File: config.mk
export PLATFORM = sky130hd
export DESIGN_NAME = prover_h_chi_seq
export DESIGN_NICKNAME = d
export VERILOG_FILES = /design/src/rtl/prover_h_chi_seq_pkg.sv /design/src/rtl/prover_h_chi_seq_one_minus.sv /design/src/rtl/prover_h_chi_seq.sv
export SDC_FILE = /design/constraint.sdc
export NUM_CORES = 1
export LEC_CHECK = 0
export CAP_MARGIN = 5
export CORE_AREA = 2 2 125 139
export DETAILED_ROUTE_END_ITERATION = 10
export DIE_AREA = 0 0 127 141
export GPL_TIMING_DRIVEN = 0
export PLACE_DENSITY_LB_ADDON = 0.2
export SETUP_SLACK_MARGIN = 0.2
export SYNTH_ARGS = -nofsm -noshare
export SYNTH_HDL_FRONTEND = slang
export SYNTH_SLANG_ARGS = --single-unit
File: constraint.sdc
create_clock -name clk -period 2.2 [get_ports clk]
set_input_delay 0.44 -clock clk [delete_from_list [all_inputs] [get_ports clk]]
set_output_delay 0.44 -clock clk [all_outputs]
set_load 0.05 [all_outputs]
File: src/rtl/prover_h_chi_seq_pkg.sv
// Shared definitions for the chi sequencers: field constants, sequencer state
// encoding and the field one-minus helper.
`ifndef F_NBITS
`define F_NBITS 61
`endif
`ifndef F_Q
`define F_Q 61'h1FFF_FFFF_FFFF_FFFF
`endif

package prover_h_chi_seq_pkg;

   localparam int unsigned FNbits = `F_NBITS;
   localparam logic [FNbits-1:0] FQ = `F_Q;

   typedef enum logic [3:0] {
      StIdle,
      StTau,
      StIssue,
      StWait,
      StEvChk,
      StEvWait,
      StEvIssue,
      StEvRun,
      StDone
   } seq_state_e;

   // (1 - tau) mod q for tau < q. q + 1 - tau lies in [2, q + 1], so one
   // conditional subtract brings tau = 0 to 1 and tau = 1 to 0.
   function automatic logic [FNbits-1:0] one_minus(input logic [FNbits-1:0] tau);
      logic [FNbits:0] q_wide;
      logic [FNbits:0] one_wide;
      logic [FNbits:0] wide;
      q_wide   = {1'b0, FQ};
      one_wide = {{FNbits{1'b0}}, 1'b1};
      wide     = q_wide + one_wide - {1'b0, tau};
      if (wide >= q_wide) begin
         wide = wide - q_wide;
      end
      return wide[FNbits-1:0];
   endfunction

endpackage

File: src/rtl/prover_h_chi_seq_one_minus.sv
// Combinational field one-minus: m_o = (1 - tau_i) mod q.
`ifndef F_NBITS
`define F_NBITS 61
`endif
`ifndef F_Q
`define F_Q 61'h1FFF_FFFF_FFFF_FFFF
`endif

module field_one_minus
   import prover_h_chi_seq_pkg::*;
(
   input  logic [`F_NBITS-1:0] tau_i,
   output logic [`F_NBITS-1:0] m_o
);

   // Pure function of the incoming tau; registered by the caller.
   always_comb begin
      m_o = one_minus(tau_i);
   end

endmodule

File: src/rtl/prover_h_chi_seq.sv
// Sequencer for the h-side chi engine: one restart/load round, npoints-1
// multiply rounds, then n_evals evaluation passes paced by mv_valid/mv_ready.
`ifndef F_NBITS
`define F_NBITS 61
`endif
`ifndef F_Q
`define F_Q 61'h1FFF_FFFF_FFFF_FFFF
`endif

module prover_h_chi_seq
   import prover_h_chi_seq_pkg::*;
#(
   parameter int unsigned npoints = 3,
   parameter int unsigned nevbits = 8
) (
   input  logic                clk,
   input  logic                rstb,
   input  logic                start,
   input  logic [nevbits-1:0]  n_evals,
   input  logic                tau_valid,
   input  logic [`F_NBITS-1:0] tau_data,
   output logic                tau_ready,
   input  logic                mv_valid,
   output logic                mv_ready,
   output logic                chi_en,
   output logic                chi_restart,
   output logic [`F_NBITS-1:0] chi_tau,
   output logic [`F_NBITS-1:0] chi_m_tau_p1,
   input  logic                chi_ready_pulse,
   input  logic                chi_chi_ready,
   output logic                busy,
   output logic                done_pulse
);

   localparam int unsigned CntW = $clog2(npoints) + 1;
   localparam logic [CntW-1:0] LastTau = CntW'(npoints - 1);

   seq_state_e          state_q, state_d;
   logic                start_q, start_d;
   logic [nevbits-1:0]  nev_q, nev_d;
   logic [CntW-1:0]     tau_cnt_q, tau_cnt_d;
   logic [nevbits-1:0]  ev_cnt_q, ev_cnt_d;
   logic [`F_NBITS-1:0] tau_q, tau_d;
   logic [`F_NBITS-1:0] m_q, m_d;
   logic                mv_ready_q, mv_ready_d;
   // Sticky: engine reported no complete chi table when evaluation began.
   logic                chi_err_q, chi_err_d;

   logic                start_edge;
   logic [`F_NBITS-1:0] m_new;

   assign start_edge = start & ~start_q;

   field_one_minus u_one_minus (
      .tau_i (tau_data),
      .m_o   (m_new)
   );

   // All sequencer state; start_q resets high so a held start cannot fire.
   always_ff @(posedge clk or negedge rstb) begin
      if (!rstb) begin
         state_q    <= StIdle;
         start_q    <= 1'b1;
         nev_q      <= '0;
         tau_cnt_q  <= '0;
         ev_cnt_q   <= '0;
         tau_q      <= '0;
         m_q        <= '0;
         mv_ready_q <= 1'b0;
         chi_err_q  <= 1'b0;
      end else begin
         state_q    <= state_d;
         start_q    <= start_d;
         nev_q      <= nev_d;
         tau_cnt_q  <= tau_cnt_d;
         ev_cnt_q   <= ev_cnt_d;
         tau_q      <= tau_d;
         m_q        <= m_d;
         mv_ready_q <= mv_ready_d;
         chi_err_q  <= chi_err_d;
      end
   end

   // Next-state logic.
   always_comb begin
      state_d = state_q;
      case (state_q)
         StIdle:    if (start_edge) state_d = StTau;
         StTau:     if (tau_valid) state_d = StIssue;
         StIssue:   state_d = StWait;
         StWait: begin
            if (chi_ready_pulse) begin
               state_d = (tau_cnt_q == LastTau) ? StEvChk : StTau;
            end
         end
         StEvChk:   state_d = (ev_cnt_q == nev_q) ? StDone : StEvWait;
         StEvWait:  if (mv_valid) state_d = StEvIssue;
         StEvIssue: state_d = StEvRun;
         StEvRun:   if (chi_ready_pulse) state_d = StEvChk;
         StDone:    state_d = StIdle;
         default:   state_d = StIdle;
      endcase
   end

   // Counters, latched operands and the mv_ready pulse.
   always_comb begin
      start_d    = start;
      nev_d      = nev_q;
      tau_cnt_d  = tau_cnt_q;
      ev_cnt_d   = ev_cnt_q;
      tau_d      = tau_q;
      m_d        = m_q;
      mv_ready_d = 1'b0;
      chi_err_d  = chi_err_q;
      case (state_q)
         StIdle: begin
            if (start_edge) begin
               nev_d     = n_evals;
               tau_cnt_d = '0;
               ev_cnt_d  = '0;
            end
         end
         StTau: begin
            if (tau_valid) begin
               tau_d = tau_data;
               m_d   = m_new;
            end
         end
         StWait: begin
            if (chi_ready_pulse) tau_cnt_d = tau_cnt_q + 1'b1;
         end
         StEvChk: begin
            if (!chi_chi_ready) chi_err_d = 1'b1;
         end
         StEvRun: begin
            if (chi_ready_pulse) begin
               mv_ready_d = 1'b1;
               ev_cnt_d   = ev_cnt_q + 1'b1;
            end
         end
         default: ;
      endcase
   end

   // Moore outputs; restart stays up through the first round's wait.
   always_comb begin
      tau_ready   = (state_q == StTau);
      chi_en      = (state_q == StIssue) || (state_q == StEvIssue);
      chi_restart = ((state_q == StIssue) || (state_q == StWait)) && (tau_cnt_q == '0);
      busy        = (state_q != StIdle) && (state_q != StDone);
      done_pulse  = (state_q == StDone);
   end

   assign mv_ready     = mv_ready_q;
   assign chi_tau      = tau_q;
   assign chi_m_tau_p1 = m_q;

endmodule
### Word-level counts from Yosys, hierarchy flattened

Cells that the tools add are included.

* add/sub/neg operators: 4
* $lt $le $gt $ge: 1
* equality and inequality tests: 16
* muxes and demuxes: 17
* bitwise gates (word level): 2
* reductions and logical operators: 14

Operator list (number)
* >= comparator 62 x 61 -> 1 bit, second input constant: 1
* subtractor 62 x 61 -> 62 bit, first input constant: 1
* 2-to-1 mux 61 bit: 1
* subtractor 61 bit, second input constant: 1
* case mux 4 bit (8 select lines): 1
* 2-to-1 mux 4 bit: 6
* equality test 4 x 3 -> 1 bit, second input constant: 4
* 2-to-1 mux 8 bit: 2
* case mux 8 bit (2 select lines): 1
* != test 2 bit, second input constant: 5
* 2-to-1 mux 3 bit: 3
* adder 8 x 1 -> 8 bit, second input constant: 1
* equality test 4 x 2 -> 1 bit, second input constant: 2
* equality test 8 bit: 1
* case mux 3 bit (2 select lines): 1
* AND reduction 3 bit: 2
* AND reduction 5 bit: 1
* equality test 4 x 1 -> 1 bit, second input constant: 1
* equality test 4 bit, second input constant: 1
* logical NOT 4 bit: 1
* != test 4 bit, second input constant: 1
* AND reduction 2 bit: 2
* nonzero test 2 bit: 2
* nonzero test 4 bit: 1
* 8 further kinds: 11

* register bits: 147
* input port bits: 76
* output and inout port bits: 128
* word-level logic and storage cells: 62

### Logic depth before layout (Yosys ltp)

* depth after elaboration: 4
* mapped depth: 15

### Cells and area by module

From an unflattened synthesis, not the netlist that was laid out.

* cell total of the unflattened synthesis: 774
* area, all modules: 8674.6 um^2

By module, submodules not included
* prover_h_chi_seq: instances 1, cells an instance 385, area each 5848.1 um^2, seq. area each 3679.8 um^2
* field_one_minus: instances 1, cells an instance 389, area each 2826.5 um^2, seq. area each 0.0 um^2

### Worst setup path after synthesis

Ideal clock, no wire load.

* kind: in2reg
* start point: input port tau_data[34]
* end point: register m_q[46] (netlist: chi_m_tau_p1[46])
* arrival: 3288 ps
* path slack: -1221 ps
* cell stages on the path: 10
* path buffers: 1
* path through: buf_2 or4_4 or4_4 nor4_1 xnor2_1 nand4_1 or3_1 o31a_1 o21ai_4 o21ai_2

* longest elaborated chain between the ends: 3

Ends and longest elaborated chain
* start, declared: line prover_h_chi_seq.sv:21 `` input logic [`F_NBITS-1:0] tau_data, ``
* subtractor 62 x 61 -> 62 bit (*): line prover_h_chi_seq_pkg.sv:35 `wide = q_wide + one_wide - {1'b0, tau};`
* subtractor 61 bit or >= comparator 62 x 61 -> 1 bit (tied branches): line prover_h_chi_seq_pkg.sv:37, prover_h_chi_seq_pkg.sv:36
* 2-to-1 mux 61 bit (*): line prover_h_chi_seq_pkg.sv:36 `if (wide >= q_wide) begin`
* end signal, assigned: line prover_h_chi_seq.sv:78 `m_q <= m_d;`
* end, declared: line prover_h_chi_seq.sv:44 `` logic [`F_NBITS-1:0] m_q, m_d; ``

Every way passes the cells marked *; elsewhere a longest branch is shown, timed or not.
A chain may end at the register's enable or synchronous reset.

### Worst setup path after layout

* start point: input port tau_data[32]
* end point: register m_q[58] (netlist: chi_m_tau_p1[58])

The elaborated chain is that of the path after synthesis.

==> flow_summary.yaml <==
yosys:
  ys_top_cells_by_area: "dfrtp_1, nand2_1, a22o_1"
  synth_area_mm2: 0.00813
  synth_warnings: 0
  synthSimpleGateAreaFrac: 0.304
  synth_top_family_by_area: "simple AND/OR/NAND/NOR gates"
  avgSynthCellArea_um2: 9.08
  synthMuxAreaShare: 0.0151
  ys_ff_latch: 147
  syn_inst: 895
  yosys.area.top_type: "dfrtp_1"
  yosysTopAreaCellShare: 0.450
  synth-xor-area-share: 0.0690
  synth_cell_types: 73
  synth_ff_type: "dfrtp_1"
  yosys.area_share.adder: 0.00924
  ys_seq_area_frac: 0.453
  synth-edff-count: 0
  synth_compound_area_frac: 0.112
  synth-async-reset-ratio: 1.00
  syn-num-nets: 977
sta:
  max_freq_ghz: 0.301
  rsz0062_at_grt: "yes"
  whs_ns: -0.0229
  hold_viol: 3
  min_period_ns: 3.32
  worst_clock_skew_ns: 0.00869
  finalCritPeriodShare: 1.51
  finalSetupTns_ns: -62.35
  tightest_slew_ns: 0.827
  maxSlewViolCount: 0
  setup_ws_ns: -1.12
  setup_viol: 61
  maxSlewHeadroom: 0.448
route:
  drt-pass1-iter-count: 6
  vias_per_cell: 6.08
  routed_wl_um: 30300
  vias: 8672
  drtIter0Drc: 967
  ant_nets: 0
  remaining_drc_errors: 0
  routedWlPerCell_um: 21.3
power:
  p_per_area_mw_per_mm2: 1360
  ir_worst_vdd_uv: 1050
  p_leak_nw: 5.91
finish:
  fillers: 1138
  drive_gt1_frac: 0.287
  fin_area_mm2: 0.0125
  antennaDiodeCount: 0
  fin_nets: 1289
  finalNonFillerCells: 1427
  area_growth_pct: 54.0
  multi_input_area_mm2: 0.00484
  register_area_mm2: 0.00368
global_routing:
  grt_max_degree: 84
  grt_pass1_wl_um: 44700
  track_usage: 0.317
  grt_overflow_total: 0
  grt_pass1_vias: 8230
  antenna_found_initial: 0
clock_tree:
  cts_buffer_depth: 2
  cts_tree: "done"
  root_buffer: "clkbuf_16"
  clock-sinks: 147
  postCtsHoldBufs: 0
  ctsHtreeMaxLevel: 4
  clkLatencyLatePin_ns: 0.44
  clkTransAtPathRegs_ns: 0.06
  cts_buffers: 17
placement:
  place_hpwl_um: 18300
  dpl.cell_count: 1290
  pre_cts_slack_ns: -2.33
  gp_congestion: 0.930
  placed_cell_area_mm2: 0.0104
  io_buffers: 186
critical_path:
  crit_path_start_kind: "input pin"
  critPathMaxStageDelay_ns: 0.45
  crit_chain: "buf_2 > nor3_1 > nand4_1 > buf_4 > nor4_2 > xnor2_1 > nand4_1 > or3_4 > o31a_1 > o21ai_4 > buf_6 > buf_16 > o21ai_2"
  path_buf_inv: 4
  path_class: "in2reg"
  cp_max_fo: 10
  endpoint_kind: "register"
  arrival_ns: 3.64
  worst_path_most_repeated_cell: "nand4_1"
  cpMaxStageDelayCell: "or3_4"
  crit_family: "simple AND/OR/NAND/NOR gates"
  critPathRequiredTime_ns: 2.52
status:
  violations: "negative hold slack, negative setup slack"
  status: "complete, but fails checks"
floorplanning:
  io_pins: 204
  die_h_um: 141
  rows: 50
  core_region_area_mm2: 0.0166
  die_area_mm2: 0.0179
  dieWidth_um: 127
  initial_core_util: 0.488
hold_path:
  hp-class: "in2async"
run:
  maxCapViolCount: 0
-- worst register-to-register path, delay by kind of cell (launching register included) --
family	cells	cell delay, ns
buffers and inverters	2	0.63
and+or+nand+nor	4	0.61
DFF	1	0.45
AOI/OAI and AO/OA	1	0.34
-- synth_stat cells (4+ instances only) --
master / instances
dfrtp_1: 146
clkbuf_1: 38
buf_2: 7
mux2_2: 10
o21ai_2: 10
or3_1: 13
nor2b_1: 4
ha_1: 6
buf_6: 6
or4_1: 4
o21ai_0: 17
nor4_4: 6
nor2_1: 74
nor4_1: 31
nand2_1: 228
inv_1: 10
a21oi_1: 8
o31a_1: 6
and4_1: 5
xor2_1: 34
nor3_1: 28
a22o_1: 36
nand4_1: 20
nand3_1: 17
nor3b_1: 7
xnor2_1: 30
o21ai_1: 12
o31ai_1: 5
and3_1: 8
-- cells by family after synthesis --
group | count (synthesis)
multiplexers | 11
AND/OR/NAND/NOR | 483
XOR/XNOR | 64
buffers and inverters | 65
adder cells (fa/ha/maj) | 6
flip-flops | 147
AO/OA/AOI/OAI | 119
-- layout make-up --
type	instances	share of cell area
Tap cell	208	0.0208
Inverter	10	0.00440
Clock inverter	13	0.0147
Multi-Input combinational cell	684	0.387
Timing Repair Buffer	292	0.211
Buffer	55	0.0333
Clock buffer	18	0.0351
Sequential cell	147	0.294
-- worst paths after layout --
kind	start	to	slack, ns	depth (start not counted)
worst min register to register	chi_tau[36]	chi_tau[36]	0.47	2
max in group asynchronous	rstb	chi_m_tau_p1[5]	1.38	2
worst max register to register	state_q[2]	chi_m_tau_p1[42]	0.08	7
worst min-delay path	rstb	nev_q[1]	-0.02	1
worst max-delay path	tau_data[32]	chi_m_tau_p1[58]	-1.12	13
min in group clk	tau_data[34]	chi_tau[34]	0.23	3
-- flip-flops by register name, summed over array words and instances (netlist names) --
signal        count
state_q           4
mv_ready          1
tau_cnt_q         3
nev_q             8
chi_m_tau_p1     61
start_q           1
chi_tau          61
ev_cnt_q          8
-- per-layer routing --
metal  wire (um)  up-vias  GRT usage  share of wire
met5           0        -          0              0
met4        1740        0      0.185          0.057
met3        2600      168     0.0676          0.086
met2       14200      586      0.501           0.47
met1       11800     4148      0.404           0.39
li1            -     3770          -              -
-- stage by stage --
step | power [mW] | utilization
2_1_floorplan | 10.7 | -
3_3_place_gp | 13.7 | 0.622
3_5_place_dp | 13.9 | 0.623
4_1_cts | 16.7 | 0.724
5_1_grt | 17.7 | 0.752
6_report | 17.0 | 0.752
-- where the power goes --
group          internal (mW)  switching (mW)  total, mW
sequential              3.94           0.741       4.68
clock                   1.92            1.22       3.14
combinational           2.74            6.44       9.19
total                   8.60            8.40       17.0
-- what timing repair did --
action | 4_1_cts | 5_1_grt
cloned | 5 | 0
setup buffers | 75 | 26
setup endpoints to repair | 263 | 132
pin swaps | 60 | 52
resized for setup | 348 | 125
-- layout by cell type, fill, tap and decap left out, types with 6 or more instances in the layout --
master           instances
nand3_1                 12
nor2_1                  68
dfrtp_1                145
nor3_2                   8
clkbuf_16               17
inv_1                    8
buf_12                   6
buf_4                   86
clkbuf_1                14
dlymetal6s2s_1           7
a22o_1                  36
nand2_1                225
o21ai_2                 20
nor4_4                  18
o31a_1                   6
and3_1                   6
xor2_1                  30
o21ai_0                 17
buf_2                   16
buf_6                   28
nor4_1                  15
clkdlybuf4s50_1         22
clkbuf_2                18
nor4_2                   7
nand4_1                 20
clkdlybuf4s15_2          6
dlygate4sd2_1          126
nor3_1                  17
xnor2_1                 25
or3_1                    8
mux2_2                  10
Note: power is estimated with default switching activity, not from simulation.
